**config.mk**
```make
export PLATFORM = sky130hd
export DESIGN_NAME = fetch_queue
export DESIGN_NICKNAME = d
export VERILOG_FILES = /design/src/rtl/fetch_queue.sv
export SDC_FILE = /design/constraint.sdc
export NUM_CORES = 1
export LEC_CHECK = 0
export BUFFER_PORTS_ARGS = -buffer_cell sky130_fd_sc_hd__clkbuf_2
export CORE_MARGIN = 2
export CORE_UTILIZATION = 45
export CTS_BUF_LIST = sky130_fd_sc_hd__clkbuf_8
export CTS_CLUSTER_DIAMETER = 200
export CTS_CLUSTER_SIZE = 12
export DETAILED_ROUTE_END_ITERATION = 8
export PLACE_DENSITY = 0.7
export SETUP_SLACK_MARGIN = 0.5
export SYNTH_ARGS = -nofsm -noshare
export SYNTH_HDL_FRONTEND = slang
export SYNTH_SLANG_ARGS = --single-unit
```
**constraint.sdc**
```tcl
create_clock -name clk -period 7.6 [get_ports clk]
set_clock_uncertainty 0.05 [all_clocks]
set_input_delay 0.76 -clock clk [delete_from_list [all_inputs] [get_ports clk]]
set_output_delay 0.76 -clock clk [all_outputs]
set_load 0.01 [all_outputs]
```
**src/rtl/fetch_queue.sv**
```systemverilog
`default_nettype none
//==============================================================================
// Module      : fetch_queue
// Description : Instruction fetch front end. Owns the fetch PC and drives the
//               cache's current/next PC. Cache hits are captured as
//               {pc, instr} pairs into a small FIFO that decode drains with a
//               valid/ready handshake. Redirects flush and restart fetch.
// Revision    : 1.0 - initial release
//==============================================================================

`ifndef ADDR_WIDTH
`define ADDR_WIDTH 32
`endif
`ifndef DATA_WIDTH
`define DATA_WIDTH 32
`endif

module fetch_queue #(
   parameter int                     DEPTH    = 4,
   parameter logic [`ADDR_WIDTH-1:0] RESET_PC = '0
) (
   input  logic                       clk,
   input  logic                       rst,
   output logic [`ADDR_WIDTH-1:0]     pc_current,
   output logic [`ADDR_WIDTH-1:0]     pc_next,
   input  logic                       ic_valid,
   input  logic [`DATA_WIDTH-1:0]     ic_data,
   input  logic                       redirect_valid,
   input  logic [`ADDR_WIDTH-1:0]     redirect_pc,
   output logic                       deq_valid,
   input  logic                       deq_ready,
   output logic [`ADDR_WIDTH-1:0]     deq_pc,
   output logic [`DATA_WIDTH-1:0]     deq_instr,
   output logic [$clog2(DEPTH):0]     count
);

   localparam int c_PTR_W = $clog2(DEPTH);
   localparam int c_CNT_W = c_PTR_W + 1;
   localparam logic [c_CNT_W-1:0]     c_DEPTH_CNT = c_CNT_W'(DEPTH);
   localparam logic [`ADDR_WIDTH-1:0] c_PC_STEP   = `ADDR_WIDTH'(4);

   logic [`ADDR_WIDTH-1:0] r_fetch_pc;
   logic [c_PTR_W-1:0]     r_rd_ptr;
   logic [c_PTR_W-1:0]     r_wr_ptr;
   logic [c_CNT_W-1:0]     r_count;
   logic [`ADDR_WIDTH-1:0] r_mem_pc    [DEPTH];
   logic [`DATA_WIDTH-1:0] r_mem_instr [DEPTH];

   logic                   w_full;
   logic                   w_enq;
   logic                   w_pop;
   logic                   w_deq_valid;
   logic [`ADDR_WIDTH-1:0] w_pc_next;

   // A full queue refuses the hit even if decode pops this cycle; the cache
   // simply re-presents the same hit next cycle because fetch_pc holds.
   assign w_full      = (r_count == c_DEPTH_CNT);
   assign w_enq       = ic_valid & ~w_full & ~redirect_valid;
   assign w_deq_valid = (r_count != '0) & ~redirect_valid;
   assign w_pop       = w_deq_valid & deq_ready;

   // Next fetch address; deliberately independent of deq_ready
   always_comb begin
      w_pc_next = r_fetch_pc;
      if (rst)
         w_pc_next = RESET_PC;
      else if (redirect_valid)
         w_pc_next = redirect_pc;
      else if (w_enq)
         w_pc_next = r_fetch_pc + c_PC_STEP;
   end

   // Fetch PC follows pc_next every edge (reset value already folded in)
   always_ff @(posedge clk) begin
      r_fetch_pc <= w_pc_next;
   end

   // Queue pointers and occupancy; redirect flushes everything
   always_ff @(posedge clk) begin
      if (rst || redirect_valid) begin
         r_rd_ptr <= '0;
         r_wr_ptr <= '0;
         r_count  <= '0;
      end else begin
         if (w_enq)
            r_wr_ptr <= r_wr_ptr + c_PTR_W'(1);
         if (w_pop)
            r_rd_ptr <= r_rd_ptr + c_PTR_W'(1);
         case ({w_enq, w_pop})
            2'b10:   r_count <= r_count + c_CNT_W'(1);
            2'b01:   r_count <= r_count - c_CNT_W'(1);
            default: r_count <= r_count;
         endcase
      end
   end

   // Entry storage; contents are don't-care until written, so no reset
   always_ff @(posedge clk) begin
      if (w_enq && !rst) begin
         r_mem_pc[r_wr_ptr]    <= r_fetch_pc;
         r_mem_instr[r_wr_ptr] <= ic_data;
      end
   end

   assign pc_current = r_fetch_pc;
   assign pc_next    = w_pc_next;
   assign deq_valid  = w_deq_valid;
   assign deq_pc     = r_mem_pc[r_rd_ptr];
   assign deq_instr  = r_mem_instr[r_rd_ptr];
   assign count      = r_count;

endmodule
`default_nettype wire

```
# Word level (Yosys, flattened, before mapping)
# Memory sizes are Yosys's and may differ from the RTL's. A register that Yosys moved wholly into a read port is not among the register bits.
# Cells that the tools add are included.
dict set report totals {
  ff_bits 39
  ramBits 256
  in_bits 69
  output_inout_bits 132
  wordCells 35
  n_memories 2
}
dict set report op_classes {
  n_addsub 5
  eq_ne 3
  n_mux 10
  bitwise_logic 6
  n_reduce_logical 5
}
# memory words word_bits read_ports rd_clocked_by_memory_dff write_ports line
set mem_list {}
lappend mem_list {r_mem_instr 4 32 1 1 1 47} ;# logic [`DATA_WIDTH-1:0] r_mem_instr [DEPTH];
lappend mem_list {r_mem_pc 4 32 1 1 1 46} ;# logic [`ADDR_WIDTH-1:0] r_mem_pc [DEPTH];
# operator count
set ops {}
lappend ops {{$mux W32} 3}
lappend ops {{$add A32 B3 Y32 const B} 1}
lappend ops {{$mux W2} 4}
lappend ops {{$pmux W3 S2} 1}
lappend ops {{$add A2 B1 Y2 const B} 2}
lappend ops {{$and A1 B1 Y1} 4}
lappend ops {{$add A3 B1 Y3 const B} 1}
lappend ops {{$eq A3 B3 Y1 const B} 1}
lappend ops {{$reduce_bool A3 Y1} 1}
lappend ops {{$sub A3 B1 Y3 const B} 1}
lappend ops {{$eq A2 B1 Y1 const B} 1}
lappend ops {{$eq A2 B2 Y1 const B} 1}
lappend ops {{$mux W1} 2}
lappend ops {{$not A1 Y1} 2}
lappend ops {{$reduce_bool A2 Y1} 1}
lappend ops {{$logic_and A1 B1 Y1} 1}
lappend ops {{$logic_not A1 Y1} 1}
lappend ops {{$logic_or A1 B1 Y1} 1}

# Depth between registers and ports, before layout
# Gate-level depths: netlist of the first run.
dict set report logic_depth {
  ltp_word 7
  mapped_depth 11
}

# Worst setup path after synthesis of the first run
# Ideal clock, no wire load.
dict set report synth_path {
  path_type {input-to-reg}
  start {input redirect_valid}
  end {memory r_mem_instr[0][0] in the netlist's numbering (enable)}
  t_arrival_ns 3.024
  slack_ns 4.097
  path_stages 4
  cell_sequence {clkbuf_1 nor2_1 clkbuf_1 and3_1}
}
dict set report synth_between {
  elab_chain_len 5
}
# element line
set synth_lines {}
lappend synth_lines {{from (decl)} 28} ;# input logic redirect_valid,
lappend synth_lines {{$not A1 Y1} 58} ;# assign w_enq = ic_valid & ~w_full & ~redirect_valid;
lappend synth_lines {{$and A1 B1 Y1} 58}
lappend synth_lines {{$logic_and A1 B1 Y1} 99} ;# if (w_enq && !rst) begin
lappend synth_lines {{$mux W1} 99}
lappend synth_lines {{$mux W1 (implied by the code)} 101} ;# r_mem_instr[r_wr_ptr] <= ic_data;
lappend synth_lines {{to (decl)} 47}
# No other way between the ends.

# Worst setup path after layout of the first run
dict set report layout_path {
  start {input redirect_valid}
  end {output pc_next[18]}
}
dict set report layout_between {
  elab_chain_len 5
}
# element line
set layout_lines {}
lappend layout_lines {{$not A1 Y1} 58}
lappend layout_lines {{$and A1 B1 Y1} 58}
lappend layout_lines {{$mux W32} 69} ;# else if (w_enq)
lappend layout_lines {{$mux W32 *} 67} ;# else if (redirect_valid)
lappend layout_lines {{$mux W32 *} 65} ;# if (rst)
lappend layout_lines {{to (decl)} 25} ;# output logic [`ADDR_WIDTH-1:0] pc_next,
# Every way passes the cells marked *; elsewhere a longest branch is shown, timed or not.

==> results of run 1 <==
-- registers in the layout, indices dropped and copies added, names as in the netlist, named ones only --
signal and flops:
r_rd_ptr 2, r_mem_instr 128, pc_current 32, r_wr_ptr 2, count 3, r_mem_pc 128
-- synth_stat cells, drive strengths merged (9+ instances only) --
library cell,n
nand3,16
edfxtp,256
mux4,64
a211oi,10
inv,13
or4,9
and3,10
nand2,13
a311oi,11
nand4,11
nor2,36
buf,12
dfxtp,41
or3,9
clkbuf,20
-- worst max-delay path by stage --
| stage | from | to |
|---|---|---|
| detailed placement | redirect_valid | pc_next[18] |
| CTS | redirect_valid | pc_next[18] |
| global route | redirect_valid | pc_next[22] |
| finish | redirect_valid | pc_next[18] |
| global placement | redirect_valid | pc_next[18] |
| floorplan | redirect_valid | r_mem_instr[0][0]$_DFFE_PP_ |
-- through the flow --
step / std cells / hold slack (ps) / worst slack (ps) / total power (W)
after global routing: 1178 / 335 / 3350 / 0.00296
after detailed placement: 1126 / 456 / 3560 / 0.00203
after global placement: 1126 / 452 / 3580 / 0.00203
after floorplan: 626 / 433 / 4100 / 0.00194
final: 1178 / 355 / 3490 / 0.00285
after CTS: 1178 / 309 / 3550 / 0.00289
-- per-layer routing --
metal  routed length [um]  vias to the layer above
met5                    0                        -
met4                  499                        0
met3                 2350                       44
met2                11900                      317
met1                10500                     3298
li1                     -                     2991
-- worst reg2reg max path, cell delays in order (launching register included) --
cell and delay, ps:
dfxtp_1 410, or3b_2 510, and2_1 340, nand2_1 140
ha_1 180, inv_1 60, fa_1 380, xor2_1 150
or3_1 310, a21oi_1 140
-- power breakdown --
group / leakage (nW) / internal, W / switching, W
Sequential: 2.64 / 0.00180 / 0.0000405
Clock: 0.330 / 0.000354 / 0.000506
Combinational: 1.58 / 0.0000646 / 0.0000895
-- kinds of logic (layout without fill, tap and decap cells) --
family	after synthesis	in the layout
DFF	297	297
and+or+nand+nor	135	135
buffers and inverters	45	267
muxes	67	67
xor gates and xnor gates	8	8
adders and majority gates	7	7
AOI/OAI and AO/OA	67	67
-- cell usage in the layout (no fill, tap or decap), types with 7 or more instances in the layout --
master | netlist | final
a211oi_1 | 10 | 10
a311oi_1 | 11 | 11
clkbuf_2 | 0 | 200
clkbuf_8 | 0 | 29
dfxtp_1 | 41 | 39
edfxtp_1 | 256 | 256
inv_1 | 13 | 35
mux4_2 | 64 | 64
nand2_1 | 13 | 13
nand3_1 | 15 | 15
nand4_1 | 11 | 11
nor2_1 | 36 | 36
nor3_1 | 8 | 8
nor4_1 | 7 | 7
o211ai_1 | 7 | 7
o21ai_0 | 8 | 8
or3_1 | 9 | 9
or4_1 | 9 | 9
-- layout make-up --
| cell class | count | area, sq um | area share |
|---|---|---|---|
| Sequential cell | 297 | 8520 | 0.636 |
| Clock buffer | 29 | 399 | 0.0298 |
| Inverter | 13 | 48.8 | 0.00364 |
| Clock inverter | 23 | 87.6 | 0.00654 |
| Timing Repair Buffer | 202 | 1020 | 0.0758 |
| Multi-Input combinational cell | 284 | 2920 | 0.218 |
| Tap cell | 330 | 413 | 0.0308 |
==> flow_summary.json, run 1 <==
{
  "drc_errors": 0,
  "wirelength_mm": 25.2,
  "reg2regPathDepth": 9,
  "p_leak_nw": 4.55,
  "synth_compound_area_frac": 0.0443,
  "relSlewSlack": 0.307,
  "cts_hold_buf": 0,
  "port_buffers": 200,
  "fp.dieH_um": 164,
  "clkTransAtPathRegs_ps": 90,
  "num-fill-cells": 2078,
  "async_flop_share": 0,
  "grt_pass1_wl_mm": 38.5,
  "avgRoutedWirePerCell_um": 21.4,
  "start_util": 0.459,
  "cts_buffer_depth": 3,
  "yosysSeqAreaShare": 0.735,
  "vias": 6650,
  "cp-start-kind": "input pin",
  "worstHoldPathType": "in2reg",
  "use_met2": 0.308,
  "status": "completed",
  "p_per_area_nw_per_um2": 213,
  "met1_usage": 0.257,
  "htree_levels": 1,
  "netlist_area_sq_um": 11600,
  "cpMostUsedCell": "clkbuf_2",
  "rsz0062_at_grt": "false",
  "postRouteAntennaNets": 0,
  "clk_latency_ps": 570,
  "synth_edf_count": 256,
  "drive_gt1_frac": 0.361,
  "holdCritStartpoint": "ic_data[27]",
  "grt_overflow": 0,
  "crit_buf_inv": 2,
  "cts_tree": "yes",
  "synth.area.top_cells": "edfxtp_1 66%, mux4_2 12%, dfxtp_1 7.1%, nor2_1 1.2%, a311oi_1 0.83%",
  "drv_cap": 0,
  "postCtsSetupRepairBufs": 0,
  "max-vdd-ir-drop_v": 0.000121,
  "syn-mean-instance-area_sq_um": 18.5,
  "cts_buffers": 28,
  "synthXorXnorAreaFrac": 0.00605,
  "gp_congestion": 0.872,
  "final_area_sq_um": 13400,
  "grt_max_degree": 65,
  "slowest_stage": "or3_1",
  "r2r_start": "count[2]$_SDFFE_PP0P_",
  "fmax_mhz": 243,
  "top_usage_layer": "met2",
  "synthAdderAreaFrac": 0.00821,
  "yosysUniqueCellTypes": 50,
  "root_buffer": "clkbuf_8",
  "clock_sink_count": 297,
  "grt_use_total": 0.188,
  "synth_top_area_share": 0.664,
  "required_ps": 6790,
  "antenna_found_initial": 0,
  "drt_iter0_drc": 426,
  "dpl_cell_area_sq_um": 12900,
  "synth_top_family_by_area": "multiplexers",
  "grt_pass1_vias": 6773,
  "synth_fp_nets": 702,
  "muxShareOfSynthArea": 0.127,
  "tns_ps": 0,
  "core-area_sq_um": 25300,
  "grtUsageMet3": 0.0429,
  "diodes": 0,
  "hold_path_end": "r_mem_instr[2][27]$_DFFE_PP_",
  "critPathCaptureType": "primary output",
  "synthCells": 626,
  "setup_viol": 0,
  "slowest_delay_ps": 620,
  "area_delta_synth_final_pct": 15.7,
  "ys_ff_latch": 297,
  "via_per_inst": 5.65,
  "finalMaxSlewViolations": 0,
  "worst-slew-pin-transition_ps": 1040,
  "cp_top_family": "simple AND/OR/NAND/NOR gates",
  "r2r_end": "count[2]$_SDFFE_PP0P_",
  "yosys.area.top_type": "edfxtp_1",
  "crit_arrival_ps": 3300,
  "fin_util": 0.530,
  "cts_resized": 0,
  "yosys_warnings": 0,
  "worstSetupPathType": "in2out",
  "synth_ff_type": "edfxtp_1",
  "ios": 201,
  "hold_violations": 0,
  "period_share": 0.541,
  "synthSimpleGateAreaFrac": 0.0644,
  "layout.nets": 902,
  "crit_cells": 6,
  "path_cells": "clkbuf_2 > nand3b_1 > or3_1 > or4_1 > a311oi_1 > clkbuf_2",
  "rows": 58,
  "crit_fanout": 29,
  "min_period_ps": 4110,
  "die-area_sq_um": 27000,
  "die_w_um": 164,
  "reg2reg_slack_ps": 4860,
  "hold_depth": 1,
  "dp_hpwl_mm": 15.7,
  "dr.pass1.iters": 5
}
No activity file was read; power rests on OpenSTA's default activity.
==> inputs of run 2 (changes only) <==
==> constraint.sdc (replaced) <==
create_clock -name clk -period 4.05 [get_ports clk]
set_clock_uncertainty 0.05 [all_clocks]
set_input_delay 0.405 -clock clk [delete_from_list [all_inputs] [get_ports clk]]
set_output_delay 0.405 -clock clk [all_outputs]
set_load 0.01 [all_outputs]
==> run 2 against run 1 <==
Against the previous run: via count rose by 2.9%; power grew 89%; non-clock buffer count grew 44; combinational power grew 120%; design area increased by 3.7%; critical path depth shrank 1; first-iteration DRC count is 29% higher; flip-flop and latch count is the same; clock power increased by 89%; global-route usage rose by 0.38 points; largest cell class unchanged.
==> flow_summary.json, run 2 (same netlist as run 1, synthesis figures left out) <==
{
  "status": "completed",
  "via_per_inst": 5.60,
  "htree_levels": 1,
  "drive_gt1_frac": 0.365,
  "clkTransAtPathRegs_ps": 80,
  "totalPowerFinal_w": 0.00539,
  "wirelength_mm": 26.1,
  "diodes": 0,
  "clock_sink_count": 297,
  "cts_tree": "yes",
  "port_buffers": 200,
  "dp_hpwl_mm": 17.2,
  "swShare": 0.224,
  "hold_path_end": "r_mem_instr[2][7]$_DFFE_PP_",
  "intPower_w": 0.00418,
  "period_share": 0.840,
  "p_per_area_nw_per_um2": 388,
  "grt_pass1_vias": 6844,
  "hold_depth": 1,
  "postRouteAntennaNets": 0,
  "gp_congestion": 0.871,
  "reg2regPathDepth": 9,
  "min_period_ps": 3400,
  "worst-slew-pin-transition_ps": 972,
  "start_util": 0.459,
  "final_cell_mix": "256 x edfxtp_1, 200 x clkbuf_2, 64 x mux4_2",
  "core-area_sq_um": 25300,
  "holdWs_ps": 43.2,
  "layout.nets": 946,
  "setup_viol": 0,
  "root_buffer": "clkbuf_8",
  "r2r_start": "count[2]$_SDFFE_PP0P_",
  "tns_ps": 0,
  "stdcell_count": 1222,
  "finalMaxSlewViolations": 0,
  "crit_fanout": 10,
  "ios": 201,
  "cts_buffers": 28,
  "r2r_end": "count[2]$_SDFFE_PP0P_",
  "dr.pass1.iters": 5,
  "hold_violations": 0,
  "max-vdd-ir-drop_v": 0.000238,
  "slowest_delay_ps": 800,
  "grt_pass1_wl_mm": 39.4,
  "critPathCaptureType": "primary output",
  "slowest_stage": "nor4_1",
  "layout_commonest_cell": "edfxtp_1",
  "fmax_mhz": 294,
  "rows": 58,
  "grt_max_degree": 65,
  "relSlewSlack": 0.352,
  "fin_util": 0.550,
  "clk_latency_ps": 580,
  "p_leak_nw": 4.77,
  "p_sw_w": 0.00121,
  "cts_buffer_depth": 3,
  "reg2reg_slack_ps": 1250,
  "avgRoutedWirePerCell_um": 21.4,
  "rsz0062_at_grt": "true",
  "cp-start-kind": "flop",
  "crit_arrival_ps": 2950,
  "holdCritStartpoint": "ic_data[7]",
  "fp.dieH_um": 164,
  "area_delta_synth_final_pct": 19.9,
  "antenna_found_initial": 0,
  "vias": 6844,
  "path_cells": "nand4_1 > nor4_1 > a211oi_1 > nor3_1 > clkbuf_2",
  "grt_use_total": 0.192,
  "drc_errors": 0,
  "drv_cap": 0,
  "die_w_um": 164,
  "clkPwrFrac": 0.300,
  "die-area_sq_um": 27000,
  "dpl.cell_count": 1139,
  "pwr-share-comb": 0.062,
  "worstHoldPathType": "in2reg",
  "p_seq_frac": 0.638,
  "worstSetupPathType": "reg2out",
  "grt_overflow": 0,
  "drt_iter0_drc": 549,
  "required_ps": 3600
}
## run 2: power by group through the flow
| stage | Combinational [W] | Sequential, W | Clock, W |
|---|---|---|---|
| finish | 0.000333 | 0.00344 | 0.00162 |
| global route | 0.000361 | 0.00345 | 0.00179 |
| CTS | 0.000334 | 0.00344 | 0.00168 |
| detailed placement | 0.000309 | 0.00351 | 0 |
| global placement | 0.000307 | 0.00351 | 0 |
| floorplan | 0.000138 | 0.00350 | 0 |
## run 2: cell type report
| class | count | area, sq um |
|---|---|---|
| fillers | 2029 | 11400 |
| flip-flops and latches | 297 | 8520 |
| multi-input cells | 284 | 2930 |
| repair buffers | 246 | 1490 |
| well taps | 330 | 413 |
| clock buffers | 29 | 399 |
| clock inverters | 23 | 87.6 |
| inverters | 13 | 48.8 |
## run 2: how the worst max path moves through the flow
stage	depth (start not counted)	start	to	slack (ps)
2_1_floorplan	4	redirect_valid	r_mem_instr[0][0]$_DFFE_PP_	900
3_3_place_gp	6	redirect_valid	pc_next[18]	1190
3_5_place_dp	7	redirect_valid	pc_next[8]	1130
4_1_cts	5	pc_current[9]$_DFF_P_	pc_next[21]	550
5_1_grt	5	pc_current[10]$_DFF_P_	pc_next[21]	470
6_report	5	pc_current[10]$_DFF_P_	pc_next[23]	650
## run 2: repair_timing
| item | 4_1_cts | 5_1_grt |
|---|---|---|
| hold buffers | 31 | 0 |
| hold endpoints to repair | 121 | 0 |
| setup endpoints to repair | 2 | 6 |
| gates resized for setup | 1 | 7 |
| buffers inserted | 0 | 0 |
## run 2: worst max-delay path: cells and delay by family (launching register included)
kind                   cells  cell delay [ps]
buffers and inverters      1              210
AOI/OAI and AO/OA          1              180
and+or+nand+nor            3             1450
DFF                        1              530
## run 2: per-stage QoR
| step | worst slack, ps | area [sq um] |
|---|---|---|
| 2_1_floorplan | 902 | 11600 |
| 3_3_place_gp | 1190 | 13100 |
| 3_5_place_dp | 1130 | 13100 |
| 4_1_cts | 545 | 13900 |
| 5_1_grt | 472 | 13900 |
| 6_report | 647 | 13900 |
## run 2: routing by layer
metal  routed length (um)  vias up  part of all wire  GRT usage
met5                    0        -                 0          0
met4                  457        0             0.017     0.0415
met2                12300      304              0.47      0.308
met3                 2080       38             0.080     0.0402
li1                     -     3071                 -          -
met1                11300     3431              0.43      0.273
